File: src/rtl/rvfi_mem_pkg.sv
// rtl/rvfi_mem_pkg.sv - shared types and sizing helpers for the minrv32 memory responder
package rvfi_mem_pkg;

  localparam int WORD_BYTES = 4;

  typedef enum logic [1:0] {
    IDLE = 2'd0,
    PEND = 2'd1,
    HALT = 2'd2
  } state_t;

  // Word-index width for a backing store of the given depth (at least 1 bit)
  function automatic int idx_w(input int depth);
    return (depth > 2) ? $clog2(depth) : 1;
  endfunction

  // Stall-counter width able to hold max_wait (at least 1 bit)
  function automatic int wait_w(input int max_wait);
    return (max_wait > 1) ? $clog2(max_wait + 1) : 1;
  endfunction

endpackage

File: src/rtl/rvfi_mem_checker.sv
// rtl/rvfi_mem_checker.sv - latches the pending request and flags any change before completion
module rvfi_mem_checker
  import rvfi_mem_pkg::*;
(
  input  logic        clock,
  input  logic        reset,
  input  state_t      state,
  input  logic        pend_entry,
  input  logic        mem_valid,
  input  logic        mem_instr,
  input  logic [31:0] mem_addr,
  input  logic [31:0] mem_wdata,
  input  logic [3:0]  mem_wstrb,
  output logic        protocol_err
);

  logic        lat_instr;
  logic [31:0] lat_addr;
  logic [31:0] lat_wdata;
  logic [3:0]  lat_wstrb;
  logic        mismatch;

  always_comb begin
    mismatch = !mem_valid
            || (mem_instr != lat_instr)
            || (mem_addr  != lat_addr)
            || (mem_wdata != lat_wdata)
            || (mem_wstrb != lat_wstrb);
  end

  always_ff @(posedge clock) begin
    if (reset) begin
      lat_instr    <= 1'b0;
      lat_addr     <= '0;
      lat_wdata    <= '0;
      lat_wstrb    <= '0;
      protocol_err <= 1'b0;
    end else begin
      if (pend_entry) begin
        lat_instr <= mem_instr;
        lat_addr  <= mem_addr;
        lat_wdata <= mem_wdata;
        lat_wstrb <= mem_wstrb;
      end
      // Sticky: once a request wobbles, the whole run is suspect
      if (state == PEND && mismatch) begin
        protocol_err <= 1'b1;
      end
    end
  end

endmodule

File: src/rtl/rvfi_mem_responder.sv
// rtl/rvfi_mem_responder.sv - memory-side responder with bounded stalls, backing store and protocol check
module rvfi_mem_responder
  import rvfi_mem_pkg::*;
#(
  parameter int MAX_WAIT   = 3,
  parameter int FAIR       = 1,
  parameter int CONSISTENT = 1,
  parameter int DEPTH      = 16,
  parameter int CNT_W      = 16
) (
  input  logic                          clock,
  input  logic                          reset,
  input  logic                          mem_valid,
  input  logic                          mem_instr,
  input  logic [31:0]                   mem_addr,
  input  logic [31:0]                   mem_wdata,
  input  logic [3:0]                    mem_wstrb,
  output logic                          mem_ready,
  output logic [31:0]                   mem_rdata,
  input  logic                          rand_ready,
  input  logic [31:0]                   rand_rdata,
  input  logic                          trap,
  output logic [wait_w(MAX_WAIT)-1:0]   wait_cnt,
  output logic [CNT_W-1:0]              req_count,
  output logic                          protocol_err
);

  localparam int WW = wait_w(MAX_WAIT);
  localparam int IW = idx_w(DEPTH);

  state_t          state;
  logic [31:0]     store [DEPTH];
  logic [IW-1:0]   idx;
  logic            fair_release;
  logic            pend_entry;

  assign idx = mem_addr[2 +: IW];

  always_comb begin
    fair_release = (FAIR != 0) && (wait_cnt == WW'(MAX_WAIT));
    // trap in the same cycle suppresses the handshake entirely
    mem_ready = !reset && (state != HALT) && !trap && mem_valid
             && (rand_ready || fair_release);
    pend_entry = !reset && !trap && (state == IDLE) && mem_valid && !mem_ready;
  end

  always_comb begin
    mem_rdata = '0;
    if (mem_ready) begin
      mem_rdata = (CONSISTENT != 0) ? store[idx] : rand_rdata;
    end
  end

  always_ff @(posedge clock) begin
    if (reset) begin
      state <= IDLE;
    end else if (trap) begin
      state <= HALT;
    end else begin
      case (state)
        IDLE:    if (mem_valid && !mem_ready) state <= PEND;
        PEND:    if (mem_ready) state <= IDLE;
        default: state <= HALT;
      endcase
    end
  end

  always_ff @(posedge clock) begin
    if (reset) begin
      wait_cnt  <= '0;
      req_count <= '0;
    end else if (state != HALT && !trap) begin
      if (mem_ready) begin
        wait_cnt <= '0;
        if (req_count != '1) req_count <= req_count + CNT_W'(1);
      end else if (mem_valid && wait_cnt != '1) begin
        wait_cnt <= wait_cnt + WW'(1);
      end
    end
  end

  // mem_rdata above reads the old word, so same-cycle writes are read-before-write
  always_ff @(posedge clock) begin
    if (reset) begin
      for (int i = 0; i < DEPTH; i++) store[i] <= '0;
    end else if (CONSISTENT != 0 && mem_ready) begin
      for (int b = 0; b < WORD_BYTES; b++) begin
        if (mem_wstrb[b]) store[idx][8*b +: 8] <= mem_wdata[8*b +: 8];
      end
    end
  end

  rvfi_mem_checker u_checker (
    .clock        (clock),
    .reset        (reset),
    .state        (state),
    .pend_entry   (pend_entry),
    .mem_valid    (mem_valid),
    .mem_instr    (mem_instr),
    .mem_addr     (mem_addr),
    .mem_wdata    (mem_wdata),
    .mem_wstrb    (mem_wstrb),
    .protocol_err (protocol_err)
  );

endmodule

File: config.mk
export PLATFORM = sky130hd
export DESIGN_NAME = rvfi_mem_responder
export DESIGN_NICKNAME = d
export VERILOG_FILES = /design/src/rtl/rvfi_mem_pkg.sv /design/src/rtl/rvfi_mem_checker.sv /design/src/rtl/rvfi_mem_responder.sv
export SDC_FILE = /design/constraint.sdc
export NUM_CORES = 1
export LEC_CHECK = 0
export ABC_AREA = 1
export BUFFER_PORTS_ARGS = -buffer_cell sky130_fd_sc_hd__buf_2
export CORE_MARGIN = 8
export CORE_UTILIZATION = 45
export CTS_CLUSTER_SIZE = 16
export DETAILED_ROUTE_END_ITERATION = 7
export GPL_TIMING_DRIVEN = 0
export PLACE_DENSITY = 0.63
export SYNTH_ARGS = -nofsm -noshare
export SYNTH_HDL_FRONTEND = slang
export SYNTH_SLANG_ARGS = --single-unit
File: constraint.sdc
create_clock -name clock -period 2.4 [get_ports clock]
set_input_delay 0.12 -clock clock [delete_from_list [all_inputs] [get_ports clock]]
set_output_delay 0.12 -clock clock [all_outputs]
set_load 0.01 [all_outputs]
==> results of run 1 <==
[routing by layer]
layer	part of all wire, %	vias up
li1	-	9241
met4	3.5	2
met1	39	9618
met3	8.8	150
met2	48	885
met5	0.016	-
[worst reg2reg max path, stage by stage, from the launching register on]
cell      delay, ns
dfxtp_1        0.35
inv_1          0.11
o21ai_2        0.09
nor2_4         0.15
clkinv_4       0.14
nor2_4         0.26
buf_2          0.36
nand2_1        0.33
nand2_4        0.24
[through the flow]
| step | utilization, % | hold WS, ns | power, mW | worst slack, ns |
|---|---|---|---|---|
| finish | 53.8 | -0.000715 | 22.7 | -0.0389 |
| global route | 53.8 | 0.0266 | 23.3 | -0.0358 |
| CTS | 53.1 | 0.168 | 22.7 | -0.0265 |
| detailed placement | 47.9 | 0.381 | 13.5 | -0.535 |
| global placement | 47.9 | 0.373 | 13.5 | -0.510 |
| floorplan | - | 0.236 | 12.8 | 0.443 |
[cell families (layout without fill, tap and decap cells)]
group / count (synthesis) / count (layout)
flip-flops: 602 / 602
adder cells (fa/ha/maj): 2 / 2
XOR/XNOR: 26 / 26
buffers and inverters: 292 / 615
other: 0 / 1
AND/OR/NAND/NOR: 1010 / 1010
AO/OA/AOI/OAI: 550 / 550
[layout by cell type, fill, tap and decap left out, types with 8 or more instances in the layout]
cell type | Yosys | final
nand3_1 | 46 | 45
clkinv_1 | 29 | 41
nand2_4 | 0 | 16
o21ai_1 | 5 | 19
clkbuf_1 | 95 | 87
a211oi_2 | 0 | 11
a211oi_4 | 0 | 13
xor2_1 | 16 | 16
inv_1 | 117 | 116
xnor2_1 | 10 | 10
clkbuf_4 | 0 | 8
o221ai_1 | 25 | 25
dfxtp_1 | 90 | 86
buf_2 | 30 | 152
o22ai_1 | 199 | 199
edfxtp_1 | 512 | 512
clkinv_2 | 0 | 9
nand2_2 | 21 | 43
a21oi_1 | 70 | 70
dlygate4sd3_1 | 0 | 76
clkbuf_2 | 0 | 12
o21ai_0 | 214 | 198
nor2_1 | 635 | 630
clkbuf_16 | 0 | 62
nand2_1 | 262 | 224
or2_2 | 25 | 25
buf_4 | 1 | 21
[registers in the layout (all words and copies together) (netlist names)]
signal                  cells
store                     512
u_checker.lat_wdata        32
req_count                  16
u_checker.lat_wstrb         4
state                       2
u_checker.lat_instr         1
u_checker.lat_addr         32
wait_cnt                    2
u_checker.protocol_err      1
[how the worst max path moves through the flow]
stage	startpoint	end	slack, ns	cells past startpoint
floorplan	wait_cnt[0]$_SDFFE_PP0P_	store[3][16]$_SDFFCE_PN0P_	0.44	9
global placement	mem_addr[4]	store[0][7]$_SDFFCE_PN0P_	-0.51	6
detailed placement	mem_addr[4]	store[1][7]$_SDFFCE_PN0P_	-0.53	6
CTS	wait_cnt[0]$_SDFFE_PP0P_	mem_rdata[16]	-0.03	8
global route	mem_addr[3]	mem_rdata[25]	-0.04	9
finish	mem_addr[3]	mem_rdata[6]	-0.04	9
[final cells by class]
class / instances / area (µm²)
Antenna cell: 1 / 2.50
Buffer: 141 / 712
Clock buffer: 68 / 1510
Clock inverter: 37 / 365
Fill cell: 5008 / 26400
Inverter: 151 / 576
Multi-Input combinational cell: 1588 / 7950
Sequential cell: 602 / 17200
Tap cell: 765 / 957
Timing Repair Buffer: 218 / 1560
[power by group through the flow]
stage	sequential, mW	clock, mW	combinational (mW)
finish	11.7	9.18	1.86
global placement	11.9	0	1.56
CTS	11.7	9.27	1.77
detailed placement	11.9	0	1.60
global route	11.7	9.62	2.00
floorplan	11.9	0	0.942
[repair_timing]
action                                 4_1_cts  5_1_grt
buffers inserted                             2       14
setup endpoints to repair                  178      326
hold buffers                                77        0
endpoints found under the hold margin      162        0
pin swaps                                    9       15
gates cloned                                 1        1
gates resized for setup                     99      102
==> metrics.md, run 1 <==
| Metric | Value |
|---|---|
| Max_cap viols | `0` |
| Crit path max-delay cell type | `o21ai_0` |
| Critical path type | `primary input to output port` |
| Seq pwr share | `51.4%` |
| Post-DR vias/cell | `5.57` |
| Routability cong. | `0.871` |
| Initial Util | `45.1%` |
| Wire per inst | `21.7 µm` |
| Antenna-violating nets left | `0` |
| Area grow syn2layout | `19.3%` |
| HP Start | `reset` |
| Rows | `88` |
| Final setup violating endpoints | `5` |
| Switching Fraction | `23.6%` |
| Most frequent cells after synthesis | `635 x nor2_1, 512 x edfxtp_1, 262 x nand2_1` |
| Slew @ Worst Pin | `1.44 ns` |
| Die height | `256 µm` |
| Ports | `158` |
| Syn Inst Count | `2482` |
| Leading area contributor after synthesis | `edfxtp_1` |
| Core area | `57300 µm²` |
| FF-to-FF End | `store[15][5]$_SDFFCE_PN0P_` |
| Dpl hpwl | `56600 µm` |
| Post-Syn Area per Cell | `10.4 µm²` |
| Cell Area, Synth | `25800 µm²` |
| Fin crit share | `102%` |
| CTS buffer count | `58` |
| Die ar. | `65400 µm²` |
| Gr busiest metal | `met2` |
| Count of unique library cells instantiated by Yosys | `38` |
| Setup ws final | `-0.0389 ns` |
| Overflow after GRT | `0` |
| Final Non-Filler Cells | `3571` |
| Vias | `19.9k` |
| Hold endpoint | `req_count[13]$_SDFFE_PP0P_` |
| Share of layout cells above drive strength 1 | `15.0%` |
| H-tree levels | `2` |
| Nature of the critical path endpoint | `output port` |
| Grt met2 use | `38.4%` |
| Top cell type's share of synthesized area | `59.5%` |
| Req. time, crit path | `2.28 ns` |
| R2R setup slack | `0.07 ns` |
| Async SR Flop Fraction | `0%` |
| Placed Cells | `3370` |
| 1st-iter DRT viols | `2256` |
| TritonCTS clock tree | `built` |
| Dpl cell area | `27400 µm²` |
| Family with the most delay on the worst path | `buffers and inverters` |
| P_sw | `5.37 mW` |
| Post-Synth XOR/XNOR Area | `0.881%` |
| RSZ-0062 raised after global routing | `yes` |
| Final Hold Viols | `1` |
| Initial antenna violation count | `2` |
| Critical Path AT | `2.32 ns` |
| Failing checks | `negative hold slack, negative setup slack` |
| Main area contributors after synthesis | `edfxtp_1 59%, nor2_1 9.2%, dfxtp_1 7.0%` |
| Vias in the first global route | `19.6k` |
| Largest net degree at the start of global routing | `16` |
| Run status | `complete, but fails checks` |
| Fin area | `30800 µm²` |
| EDFF count, synth | `512` |
| Minimum clock period | `2.44 ns` |
| Comb pwr share | `8.2%` |
| Clk slew on worst S/H paths | `0.06 ns` |
| M3 GR Usage | `4.14%` |
| Clock power share | `40.4%` |
| CP Cell Sequence | `buf_2 -> nand2_2 -> buf_2 -> clkbuf_2 -> o22ai_1 -> o21ai_0 -> nand2_1 -> nor2_2 -> buf_2` |
| Gr usage total | `22.6%` |
| CTS sink count | `602` |
| Yosys warns | `0` |
| Root Driver | `clkbuf_16` |
| Port Buffers | `123` |
| Most used DFF post-synth | `edfxtp_1` |
| Internal power | `17.4 mW` |
| Die Span X | `256 µm` |
| Relative slew slack | `3.78%` |
| Met1 Use GR | `28.8%` |
| Detailed Routing Iterations Pass 1 | `8` |
| Max IR drop VDD | `0.553 mV` |
| Synth Area in Adders | `0.0968%` |
| Hold path depth | `3` |
| CP Max Fanout | `10` |
| FF+latch count, synth | `602` |
| Fraction of synthesized area in multiplexers | `0%` |
| Simple-Gate Fraction of Synth Area | `15.7%` |
| Pwr Density | `738 nW/µm²` |
| Worst Path Buf+Inv | `4` |
| Worst setup SP type | `primary input` |
| Skew final | `0.0197 ns` |
| Most frequent cell after synthesis | `nor2_1` |
| FF-to-FF Start | `state[1]$_SDFFE_PP0P_` |
| Hold Slack | `-0.000715 ns` |
| Crit-path max cell delay | `0.41 ns` |
| Max Fclk | `410 MHz` |
| Leakage | `12.1 nW` |
| Final-report max-slew violation count | `0` |
| Class of the worst hold path | `primary input to flip-flop` |
| Largest family of logic cells by synthesized area | `simple AND/OR/NAND/NOR gates` |
| First-pass GRT wire length | `115000 µm` |
| Setup TNS | `-0.125 ns` |
| Path depth of the worst reg2reg path | `8` |
| Synth Area in Compound Gates | `12.4%` |
| CP most frequent cell | `buf_2` |
| # DRC | `0` |
| CTS max path bufs | `3` |
| Nets@finish | `2868` |
| WL final | `77400 µm` |
| Part of the Yosys area used for sequential elements | `66.5%` |
| Worst-skew pair later-pin latency | `0.63 ns` |
| Synthesized netlist net count | `2590` |
Power figures use the tool's default switching activity.
==> run 2, diff against run 1 <==
--- a/config.mk
+++ b/config.mk
@@ -13,6 +13,7 @@
 export DETAILED_ROUTE_END_ITERATION = 7
 export GPL_TIMING_DRIVEN = 0
 export PLACE_DENSITY = 0.63
+export RECOVER_POWER = 25
 export SYNTH_ARGS = -nofsm -noshare
 export SYNTH_HDL_FRONTEND = slang
 export SYNTH_SLANG_ARGS = --single-unit
==> run 2 against run 1 <==
Net effect:
- the run ends with negative setup slack left
- clock power hardly changed
- sequential cell count stayed put
- maximum frequency is 0.33% higher
==> metrics.md, run 2 (synthesized netlist as in run 1, its figures left out) <==
| Metric | Value |
|---|---|
| RSZ-0062 raised after global routing | `yes` |
| Skew final | `0.0205 ns (+0.000781 ns)` |
| R2R setup slack | `0.07 ns (about the same)` |
| Root Driver | `clkbuf_16` |
| Port Buffers | `123 (unchanged)` |
| CTS sink count | `602 (unchanged)` |
| Vias in the first global route | `19.6k (unchanged)` |
| CTS buffer count | `58 (unchanged)` |
| Nature of the critical path endpoint | `output port` |
| Gr usage total | `22.6% (unchanged)` |
| Path depth of the worst reg2reg path | `8 (unchanged)` |
| Worst Setup SP | `mem_addr[3]` |
| Die height | `256 µm (unchanged)` |
| Dpl hpwl | `56600 µm (unchanged)` |
| Vias | `19.9k (-0.19%)` |
| H-tree levels | `2 (unchanged)` |
| Req. time, crit path | `2.28 ns (about the same)` |
| Wire per inst | `21.7 µm (about the same)` |
| Rows | `88 (unchanged)` |
| Antenna-violating nets left | `0 (unchanged)` |
| # DRC | `0 (unchanged)` |
| FF-to-FF Start | `state[1]$_SDFFE_PP0P_` |
| Core area | `57300 µm² (unchanged)` |
| CP Max Fanout | `10 (unchanged)` |
| Nets@finish | `2868 (unchanged)` |
| Routed length on met3 | `6690 µm (-1.4%)` |
| Final Hold Viols | `0 (-1)` |
| DR WL met2 | `37500 µm (+0.14%)` |
| Die ar. | `65400 µm² (unchanged)` |
| Share of layout cells above drive strength 1 | `14.4% (-0.61 points)` |
| Critical Path AT | `2.31 ns (about the same)` |
| Leakage | `12.0 nW (-0.59%)` |
| Largest net degree at the start of global routing | `16 (unchanged)` |
| Dpl cell area | `27400 µm² (unchanged)` |
| Largest register FFs | `512 (unchanged)` |
| Initial Util | `45.1% (unchanged)` |
| Initial antenna violation count | `2 (unchanged)` |
| FF-to-FF End | `store[15][7]$_SDFFCE_PN0P_` |
| WL final | `77400 µm (about the same)` |
| Fin area | `30800 µm² (about the same)` |
| Commonest non-fill, non-tap cell in the layout | `nor2_1` |
| Relative slew slack | `3.33% (-0.45 points)` |
| TritonCTS clock tree | `built` |
| Worst-skew pair later-pin latency | `0.63 ns (about the same)` |
| Failing checks | `negative setup slack` |
| Die Span X | `256 µm (unchanged)` |
| Filler instances | `5013 (+0.10%)` |
| 1st-iter DRT viols | `2257 (+0.044%)` |
| Final-report max-slew violation count | `0 (unchanged)` |
| Biggest regs | `store x512, u_checker.lat_addr x32, u_checker.lat_wdata x32` |
| Detailed Routing Iterations Pass 1 | `6 (-2)` |
| Most frequent cells in the layout | `630 x nor2_1, 512 x edfxtp_1, 224 x nand2_1` |
| Post-DR vias/cell | `5.56 (-0.19%)` |
| Met1 WL | `30500 µm (+0.25%)` |
| Minimum clock period | `2.43 ns (-0.00793 ns)` |
| Fin crit share | `101% (-0.33 points)` |
| Crit path to | `mem_rdata[6]` |
| Clk slew on worst S/H paths | `0.06 ns (about the same)` |
| First-pass GRT wire length | `115000 µm (unchanged)` |
| Overflow after GRT | `0 (unchanged)` |
| Worst setup SP type | `primary input` |
| Max_cap viols | `0 (unchanged)` |
| Top reg by flops | `store` |
| Setup ws final | `-0.0310 ns (+0.00793 ns)` |
| Worst slack, placed | `-0.535 ns (unchanged)` |
| Ports | `158 (unchanged)` |
| Max Fclk | `411 MHz (+0.33%)` |
| Top Layer Used | `met5` |
| Max IR drop VDD | `0.553 mV (about the same)` |
| Run status | `complete, but fails checks` |
| Final setup violating endpoints | `4 (-1)` |
| CTS max path bufs | `3 (unchanged)` |
| Routability cong. | `0.871 (unchanged)` |
| Pwr Density | `738 nW/µm² (about the same)` |
| Area grow syn2layout | `19.2% (about the same)` |
| Class of the worst hold path | `primary input to flip-flop` |
| Critical path type | `primary input to output port` |
| Slew @ Worst Pin | `1.45 ns (+0.00672 ns)` |
[run 2: metal layers]
metal | track usage, % | vias to the layer above
li1 | - | 9243
met1 | 28.8 | 9605
met2 | 38.4 | 855
met3 | 4.14 | 153
met4 | 8.03 | 2
met5 | 0 | -
[run 2: layout make-up]
cell class / count / area (µm²) / share of cell area (%)
buffer: 141 / 712 / 2.31
inverter: 151 / 576 / 1.87
multi-input combinational: 1588 / 7950 / 25.8
clock inverter: 37 / 365 / 1.19
sequential: 602 / 17200 / 55.8
tap: 765 / 957 / 3.11
clock buffer: 68 / 1510 / 4.90
timing repair buffer: 218 / 1540 / 5.00
antenna: 1 / 2.50 / 0.00813
[run 2: critical path: stages]
cell      delay [ns]
buf_2           0.17
nand2_2         0.22
buf_2           0.28
clkbuf_2        0.40
o22ai_1         0.13
o21ai_0         0.41
nand2_1         0.17
nor2_2          0.22
buf_2           0.18
[run 2: through the flow]
step           cells  hold WS (ns)  util [%]  power (mW)  setup TNS, ns
2_1_floorplan   2482         0.236         -        12.8              0
3_3_place_gp    3370         0.373      47.9        13.5        -136.55
3_5_place_dp    3370         0.381      47.9        13.5        -146.73
4_1_cts         3555         0.168      53.1        22.7         -0.105
5_1_grt         3570        0.0266      53.8        23.3         -0.344
6_report        3571       0.00458      53.8        22.7        -0.0916
[run 2: timing repair]
action,in CTS,in global routing
endpoints found under the hold margin,162,0
resized for setup,99,102
setup endpoints to repair,178,326
hold buffers,77,0
cloned,1,1
pin swaps,9,15
buffers inserted,2,14
[run 2: report_power, final]
| group | leakage (nW) | internal [mW] | switching, mW |
|---|---|---|---|
| sequential | 6.23 | 11.6 | 0.0981 |
| combinational | 4.85 | 0.544 | 1.32 |
| clock | 0.906 | 5.23 | 3.95 |
[run 2: how the worst min path moves through the flow]
stage | start | endpoint | slack [ns] | cells after the start
global route | reset | req_count[13]$_SDFFE_PP0P_ | 0.03 | 3
finish | reset | req_count[13]$_SDFFE_PP0P_ | 0.005 | 3
CTS | rand_ready | state[0]$_SDFFE_PP0P_ | 0.17 | 5
global placement | trap | state[1]$_SDFFE_PP0P_ | 0.37 | 3
floorplan | trap | state[1]$_SDFFE_PP0P_ | 0.24 | 2
detailed placement | trap | state[1]$_SDFFE_PP0P_ | 0.38 | 3
